## config.mk

```make
export PLATFORM = sky130hd
export DESIGN_NAME = nock_dispatch
export DESIGN_NICKNAME = d
export VERILOG_FILES = /design/src/rtl/nock_dispatch.sv
export SDC_FILE = /design/constraint.sdc
export NUM_CORES = 1
export LEC_CHECK = 0
export BUFFER_PORTS_ARGS = -buffer_cell sky130_fd_sc_hd__buf_2
export CORE_MARGIN = 2
export CORE_UTILIZATION = 30
export CTS_CLUSTER_DIAMETER = 60
export DETAILED_ROUTE_END_ITERATION = 8
export PLACE_DENSITY = 0.59
export RECOVER_POWER = 25
export SYNTH_ARGS = -nofsm -noshare
export SYNTH_HDL_FRONTEND = slang
export SYNTH_SLANG_ARGS = --single-unit
```

## constraint.sdc

```tcl
create_clock -name clk -period 1.9 [get_ports clk]
set_clock_uncertainty 0.15 [all_clocks]
set_input_delay 0 -clock clk [delete_from_list [all_inputs] [get_ports clk]]
set_output_delay 0 -clock clk [all_outputs]
set_load 0.005 [all_outputs]
```

## src/rtl/nock_dispatch.sv

```systemverilog
// nock_dispatch: fetches a node's formula, decodes its opcode atom and runs the matching function block
module nock_dispatch #(
    parameter int         ADDR_W    = 28,
    parameter int         DATA_W    = 64,
    parameter logic [2:0] SEL_CONST = 3'd1,
    parameter logic [2:0] SEL_SLOT  = 3'd2,
    parameter logic [2:0] SEL_CELL  = 3'd3,
    parameter logic [2:0] SEL_INC   = 3'd4,
    parameter logic [2:0] SEL_EQ    = 3'd5,
    parameter int         TIMEOUT   = 1024
) (
    input  logic              clk,
    input  logic              rst,
    input  logic              dispatch_start,
    input  logic [ADDR_W-1:0] dispatch_address,
    input  logic [DATA_W-1:0] dispatch_data,
    output logic              dispatch_finished,
    output logic [7:0]        dispatch_error,
    output logic [3:0]        ret_sys_func,
    output logic [3:0]        ret_state,
    input  logic              mem_ready,
    input  logic [DATA_W-1:0] read_data1,
    output logic              mem_execute,
    output logic [ADDR_W-1:0] address1,
    output logic [1:0]        mem_func,
    output logic [2:0]        func_select,
    output logic [ADDR_W-1:0] func_address,
    output logic [DATA_W-1:0] func_data,
    input  logic              func_finished,
    input  logic [3:0]        func_return_sys_func,
    input  logic [3:0]        func_return_state
);
    localparam logic [1:0] GET_CONTENTS = 2'd1;
    localparam int CW = $clog2(TIMEOUT);
    localparam int TEL_TAG = 2 * ADDR_W;
    localparam int HED_TAG = 2 * ADDR_W + 1;

    typedef enum logic [2:0] {IDLE, READ_FORM, DECODE, LAUNCH, WAIT_FUNC, DONE, ERROR} state_t;

    typedef struct packed {
        state_t            state;
        logic              start_prev;
        logic              fin_prev;
        logic [CW-1:0]     cnt;
        logic [ADDR_W-1:0] node;
        logic [DATA_W-1:0] form;
        logic [2:0]        sel;
        logic              finished;
        logic [7:0]        error;
        logic [3:0]        ret_sys_func;
        logic [3:0]        ret_state;
        logic              mem_execute;
        logic [ADDR_W-1:0] address1;
        logic [1:0]        mem_func;
        logic [2:0]        func_select;
        logic [ADDR_W-1:0] func_address;
        logic [DATA_W-1:0] func_data;
    } regs_t;

    regs_t r_q, r_d;
    logic start_edge, fin_edge, bad, is_cell;
    logic [ADDR_W-1:0] hed;
    logic [2:0] sel;
    logic unused_bits;

    assign start_edge = dispatch_start & ~r_q.start_prev;
    assign fin_edge = func_finished & ~r_q.fin_prev;
    assign is_cell = dispatch_data[TEL_TAG];
    assign hed = r_q.form[2*ADDR_W-1:ADDR_W];
    assign sel = hed == ADDR_W'(0) ? SEL_SLOT :
                 hed == ADDR_W'(1) ? SEL_CONST :
                 hed == ADDR_W'(3) ? SEL_CELL :
                 hed == ADDR_W'(4) ? SEL_INC :
                 hed == ADDR_W'(5) ? SEL_EQ : 3'd0;
    assign bad = r_q.form[HED_TAG] | (sel == 3'd0);
    assign unused_bits = ^{dispatch_data[DATA_W-1:TEL_TAG+1], dispatch_data[TEL_TAG-1:ADDR_W]};

    always_comb begin
        r_d = r_q;
        r_d.start_prev = dispatch_start;
        r_d.fin_prev = func_finished;
        if (start_edge) begin
            r_d.node = dispatch_address;
            r_d.func_select = '0;
            r_d.finished = ~is_cell;
            r_d.error = is_cell ? 8'd0 : 8'd2;
            r_d.mem_execute = is_cell;
            r_d.mem_func = is_cell ? GET_CONTENTS : 2'd0;
            r_d.address1 = is_cell ? dispatch_data[ADDR_W-1:0] : '0;
            r_d.state = is_cell ? READ_FORM : ERROR;
        end else begin
            case (r_q.state)
                READ_FORM: begin
                    r_d.mem_execute = 1'b0;
                    r_d.mem_func = 2'd0;
                    if (mem_ready) begin
                        r_d.form = read_data1;
                        r_d.address1 = '0;
                        r_d.state = DECODE;
                    end
                end
                DECODE: begin
                    r_d.sel = sel;
                    r_d.error = r_q.form[HED_TAG] ? 8'd1 : bad ? 8'd3 : 8'd0;
                    r_d.finished = bad;
                    r_d.state = bad ? ERROR : LAUNCH;
                end
                LAUNCH: begin
                    r_d.func_select = r_q.sel;
                    r_d.func_address = r_q.node;
                    r_d.func_data = r_q.form;
                    r_d.cnt = '0;
                    r_d.state = WAIT_FUNC;
                end
                WAIT_FUNC: begin
                    r_d.cnt = r_q.cnt + CW'(1);
                    if (fin_edge) begin
                        r_d.ret_sys_func = func_return_sys_func;
                        r_d.ret_state = func_return_state;
                        r_d.func_select = '0;
                        r_d.finished = 1'b1;
                        r_d.state = DONE;
                    end else if (r_q.cnt == CW'(TIMEOUT - 1)) begin
                        r_d.func_select = '0;
                        r_d.finished = 1'b1;
                        r_d.error = 8'd4;
                        r_d.state = ERROR;
                    end
                end
                default: ;
            endcase
        end
    end

    always_ff @(posedge clk or negedge rst) begin
        if (!rst) r_q <= '0;
        else r_q <= r_d;
    end

    assign dispatch_finished = r_q.finished;
    assign dispatch_error = r_q.error;
    assign ret_sys_func = r_q.ret_sys_func;
    assign ret_state = r_q.ret_state;
    assign mem_execute = r_q.mem_execute;
    assign address1 = r_q.address1;
    assign mem_func = r_q.mem_func;
    assign func_select = r_q.func_select;
    assign func_address = r_q.func_address;
    assign func_data = r_q.func_data;
endmodule
```

; ---- Word-level counts from Yosys, hierarchy flattened
; Cells that the tools add are included.
[word_totals]
regBits = 253
input_bits = 169
out_inout_bits = 143
wordCells = 85
[op_classes]
addsub = 1
eq_ne = 13
muxes = 29
bitwise_logic = 7
reduce_logical = 18
[ops]
columns = cell, count
row1 = equality test 28 x 3 -> 1 bit (second input constant), 2
row2 = 2-to-1 mux 28 bit, 2
row3 = 2-to-1 mux 3 bit, 13
row4 = 2-to-1 mux 34 bit, 1
row5 = 2-to-1 mux 31 bit, 1
row6 = equality test 28 x 1 -> 1 bit (second input constant), 1
row7 = equality test 28 x 2 -> 1 bit (second input constant), 1
row8 = logical NOT 28 bit, 1
row9 = case mux 10 bit (2 select lines), 1
row10 = 2-to-1 mux 9 bit, 2
row11 = case mux 9 bit (2 select lines), 1
row12 = case mux 3 bit (4 select lines), 1
row13 = AND reduction 2 bit, 6
row14 = AND reduction 3 bit, 4
row15 = adder 10 x 1 -> 10 bit (second input constant), 1
row16 = equality test 10 bit (second input constant), 1
row17 = != test 3 bit (second input constant), 3
row18 = 2-to-1 mux 8 bit, 1
row19 = equality test 3 x 2 -> 1 bit (second input constant), 2
row20 = 2-to-1 mux 2 bit, 3
row21 = case mux 3 bit (2 select lines), 1
row22 = nonzero test 2 bit, 3
row23 = nonzero test 3 bit, 2
row24 = nonzero test 5 bit, 1
row25 = other kinds (8), 13

; ---- Logic depth before layout (Yosys ltp)
[depth]
word_depth = 12
depth_mapped = 8

; ---- Worst setup path after synthesis
; Ideal clock, no wire load.
[synth_timing]
kind = register to register
start = reg r_q[238] (netlist name)
end = reg r_q[251] (netlist name)
setup_ps = 125
arrival_ps = 1710
t_required_ps = 1625
path_slack_ps = -85
path_stages_with_launch = 7
n_path_buf = 0
synth_period_minus_slack_ps = 1985
cell_sequence = dfrtp_1 > ha_1 > nand3_1 > nor3_1 > a311o_2 > nand2_1 > mux2_2
[synth_via]
elab_chain_len = 3
[synth_rtl]
columns = item, line
row1 = start: declaration, 60  ; regs_t r_q, r_d;
row2 = start signal: assignment, 137  ; else r_q <= r_d;
row3 = equality test 10 bit, 123  ; end else if (r_q.cnt == CW'(TIMEOUT - 1)) begin
row4 = != test 4 bit (no line), --
row5 = AND reduction 3 bit (no line), --
; Every way passes these cells.
; A chain may end at the register's enable or synchronous reset.

; ---- Worst setup path in the final report
[layout_timing]
start = reg r_q, in the netlist hed[25]
end = reg r_q[252] (netlist name)
[layout_via]
elab_chain_len = 11
word_cells_on_any_way = 15
classes_between = eq/ne: 4 / mux: 8 / bitwise: 1 / reduce/logical: 2
[layout_rtl]
columns = item, line
row1 = equality test 28 x 3 -> 1 bit, 74  ; hed == ADDR_W'(5) ? SEL_EQ : 3'd0;
row2 = 2-to-1 mux 3 bit, 74
row3 = 2-to-1 mux 3 bit, 73  ; hed == ADDR_W'(4) ? SEL_INC :
row4 = 2-to-1 mux 3 bit, 72  ; hed == ADDR_W'(3) ? SEL_CELL :
row5 = 2-to-1 mux 3 bit, 71  ; hed == ADDR_W'(1) ? SEL_CONST :
row6 = 2-to-1 mux 3 bit *, 70  ; assign sel = hed == ADDR_W'(0) ? SEL_SLOT :
row7 = logical NOT 3 bit *, 75  ; assign bad = r_q.form[HED_TAG] | (sel == 3'd0);
row8 = OR 1 bit *, 75
row9 = 2-to-1 mux 3 bit *, 106  ; r_d.state = bad ? ERROR : LAUNCH;
row10 = case mux 3 bit (4 select lines) *, 92  ; case (r_q.state)
row11 = 2-to-1 mux 3 bit *, 82  ; if (start_edge) begin
; Mark *: on every way between the ends. The rest lies on a longest branch, timed or not.

==> out/qor.csv <==
metric,value,unit
Layout area overhead,41.3,%
first-pass GRT wire length,43.8,mm
final hold violation count,0,
share of layout cells above drive strength 1,37.3,%
r2r startpoint,hed[25],
CTS tree,built,
Pint,13.9,mW
H-tree levels,1,
Total Routing Usage GR,14.9,%
combinational group share of total power,26.1,%
CTS root buffer,clkbuf_16,
Switch Pwr,5.67,mW
r2r setup slk,-0.16,ns
max incr delay on CP,0.41,ns
cts bufs inserted,31,
synthesis warning total,0,
initial core utilization,30.5,%
Worst path top cell family by delay,simple AND/OR/NAND/NOR gates,
layout net count,1541,
highest clock rate,487,MHz
max-slew violations,0,
DR vias/cell,4.36,
grt total ovfl,0,
die width,192,um
# setup viols final,5,
vias in the first global route,8499,
Die Y,192,um
number of placement rows,68,
outcome,"finished, violations left",
Synth async-reset ratio,100,%
CP Class,reg -> reg,
register area share after synthesis,58.2,%
Slowest cell on crit path,dfrtp_1,
Crit path buffers/inverters,1,
most used flip-flop cell after synthesis,dfrtp_1,
Hold Path Stages,4,
"top cells by count, synth","380 x nand2_1, 246 x dfrtp_1, 143 x buf_4",
crit path time final,2.06,ns
Die ar.,36800,sq um
Port Buffers,270,
Clock Latency Late Sink,0.57,ns
Post-DP HPWL,17.7,mm
placeable core region,34600,sq um
Final Power,19.6,mW
Post-synth EDFFs,0,
final core utilization,43.2,%
RSZ-0062 raised after global routing,true,
Syn Area/Cell,10.5,sq um
Routed WL,28.6,mm
Ports,312,
Worst Hold Path EP,r_q[212],
DRT iter0 DRCs,305,
Area contributors post-synth,"dfrtp_1 58%, nand2_1 13%, buf_4 10%, mux2_2 8.1%, a22o_1 2.5%",
Max-cap violations,0,
CP Capture Type,register,
Clock Tree Buf Depth,3,
fin worst setup slack,-0.155,ns
Netlist cell types,48,
worst hold slack,0.0278,ns
failing checks,setup timing,
Routed wire per std cell,15.5,um
Least-Margin Pin Slew,0.774,ns
initial antenna violation count,0,
CP Max Fanout,3,
#FFs+latches synth,246,
"Reg clk slew, reported paths",0.06,ns
relative slew slack,48.4,%
R2R depth,6,
largest area contributor in the netlist,dfrtp_1,
power density over cell area,1310,nW/um^2
Sw Ratio,28.9,%
crit start category,register,
Clock Power Share,33.5,%
"Req. time, crit path",2.20,ns
FF-to-FF End,r_q[252],
Syn Std Cell Area,10600,sq um
post-route antenna net violation count,0,
"Period Utilization, post-route",108,%
Gate Count Post-Synth,1010,
Worst Hold Class,in -> reg,
sequential share of power,40.4,%
DR vias,8071,
CTS sink count,246,
start point of the worst hold path,dispatch_address[2],
Worst VDD drop,0.839,mV
DRC,0,
ANT cells,0,
cell with the most instances after synthesis,nand2_1,
GPL Wtd Cong,0.800,
leak pwr,7.90,nW
crit-path cells,"nor4_4, nand4_1, o41ai_2, buf_4, a31oi_1, mux2_2",
pin count of the biggest net entering global routing,64,
Synth top area share,58.2,%
CP arrival,2.35,ns
TritonRoute pass-1 iters,5,
-- power groups by stage --
stage	Clock [mW]	Sequential [mW]	Combinational, mW
2_1_floorplan	0	7.65	3.44
3_3_place_gp	0	7.84	4.55
3_5_place_dp	0	7.89	4.62
4_1_cts	6.78	7.86	4.98
5_1_grt	6.99	8.12	5.70
6_report	6.57	7.92	5.11
-- worst min-delay path, delay by kind of cell --
kind | cells | cell delay [ns]
buffers and inverters | 2 | 0.62
and+or+nand+nor | 2 | 0.09
-- worst max-delay path by stage --
stage,to,slack [ns],cells past startpoint,from
2_1_floorplan,r_q[251],-0.04,6,r_q[251]
3_3_place_gp,r_q[252],-0.36,7,hed[20]
3_5_place_dp,r_q[252],-0.41,7,hed[20]
4_1_cts,r_q[252],-0.15,6,hed[25]
5_1_grt,r_q[252],-0.21,6,hed[25]
6_report,r_q[252],-0.16,6,hed[25]
-- routing by layer --
| metal | routed length (um) | global-route usage (%) |
|---|---|---|
| met5 | 0 | 0 |
| met4 | 672 | 4.08 |
| met3 | 2080 | 4.17 |
| met2 | 13500 | 25.5 |
| met1 | 12400 | 18.4 |
-- cell usage in the layout (no fill, tap or decap), types with 3 or more instances in the layout --
cell	synthesis	layout
nand3_1	7	5
dfrtp_1	246	244
dlygate4sd3_1	0	145
nor3_1	5	4
nor2_4	0	4
buf_4	143	67
buf_12	0	9
a22o_1	30	29
o21ai_0	15	12
clkbuf_16	0	33
clkbuf_2	0	3
clkbuf_1	27	8
clkbuf_8	0	3
clkbuf_4	0	3
a21o_1	3	3
bufinv_16	0	8
nand2_2	0	3
and4_1	4	4
clkinv_4	0	3
mux2_2	76	74
a21oi_1	3	3
conb_1	1	6
o21ai_1	0	3
nor2_1	13	8
nand2_1	380	375
buf_2	9	267
clkinv_2	0	3
buf_6	1	5
-- sequential cells by signal, summed over array words and instances (netlist names), 4 cells and up --
register and count:
address1 28, ret_state 4, r_q 82, hed 28
func_address 28, func_data 64, ret_sys_func 4
-- stage by stage --
stage / setup TNS (ns) / instance area, sq um / std cells / worst slack (ns)
finish: -0.362 / 14900 / 1850 / -0.155
CTS: -0.298 / 14700 / 1835 / -0.147
detailed placement: -6.90 / 12000 / 1629 / -0.408
global placement: -5.31 / 12000 / 1629 / -0.357
floorplan: -0.111 / 10600 / 1015 / -0.0443
global route: -1.00 / 14900 / 1850 / -0.207
-- layout make-up --
type | count | area [sq um]
sequential | 246 | 6160
clock buffer | 40 | 840
clock inverter | 17 | 313
tap | 455 | 569
fill | 3228 | 19700
multi-input combinational | 586 | 3410
timing repair buffer | 504 | 3650
inverter | 2 | 7.51
-- logic make-up after synthesis --
kind of cell	count (synthesis)	share of synthesized area (%)
and+or+nand+nor	430	16.6
DFF	246	58.2
buffers and inverters	185	11.8
muxes	78	8.28
AOI/OAI and AO/OA	68	4.89
adders and majority gates	1	0.118
other	1	0.0355
xor gates and xnor gates	1	0.0828
-- what timing repair did --
| action | 4_1_cts | 5_1_grt |
|---|---|---|
| pin swaps | 13 | 10 |
| cloned | 0 | 5 |
| setup endpoints to repair | 43 | 82 |
| resized for setup | 15 | 25 |
| setup buffers | 4 | 10 |
| endpoints found under the hold margin | 390 | 0 |
| hold buffers | 146 | 0 |
Note: power is estimated with default switching activity, not from simulation.
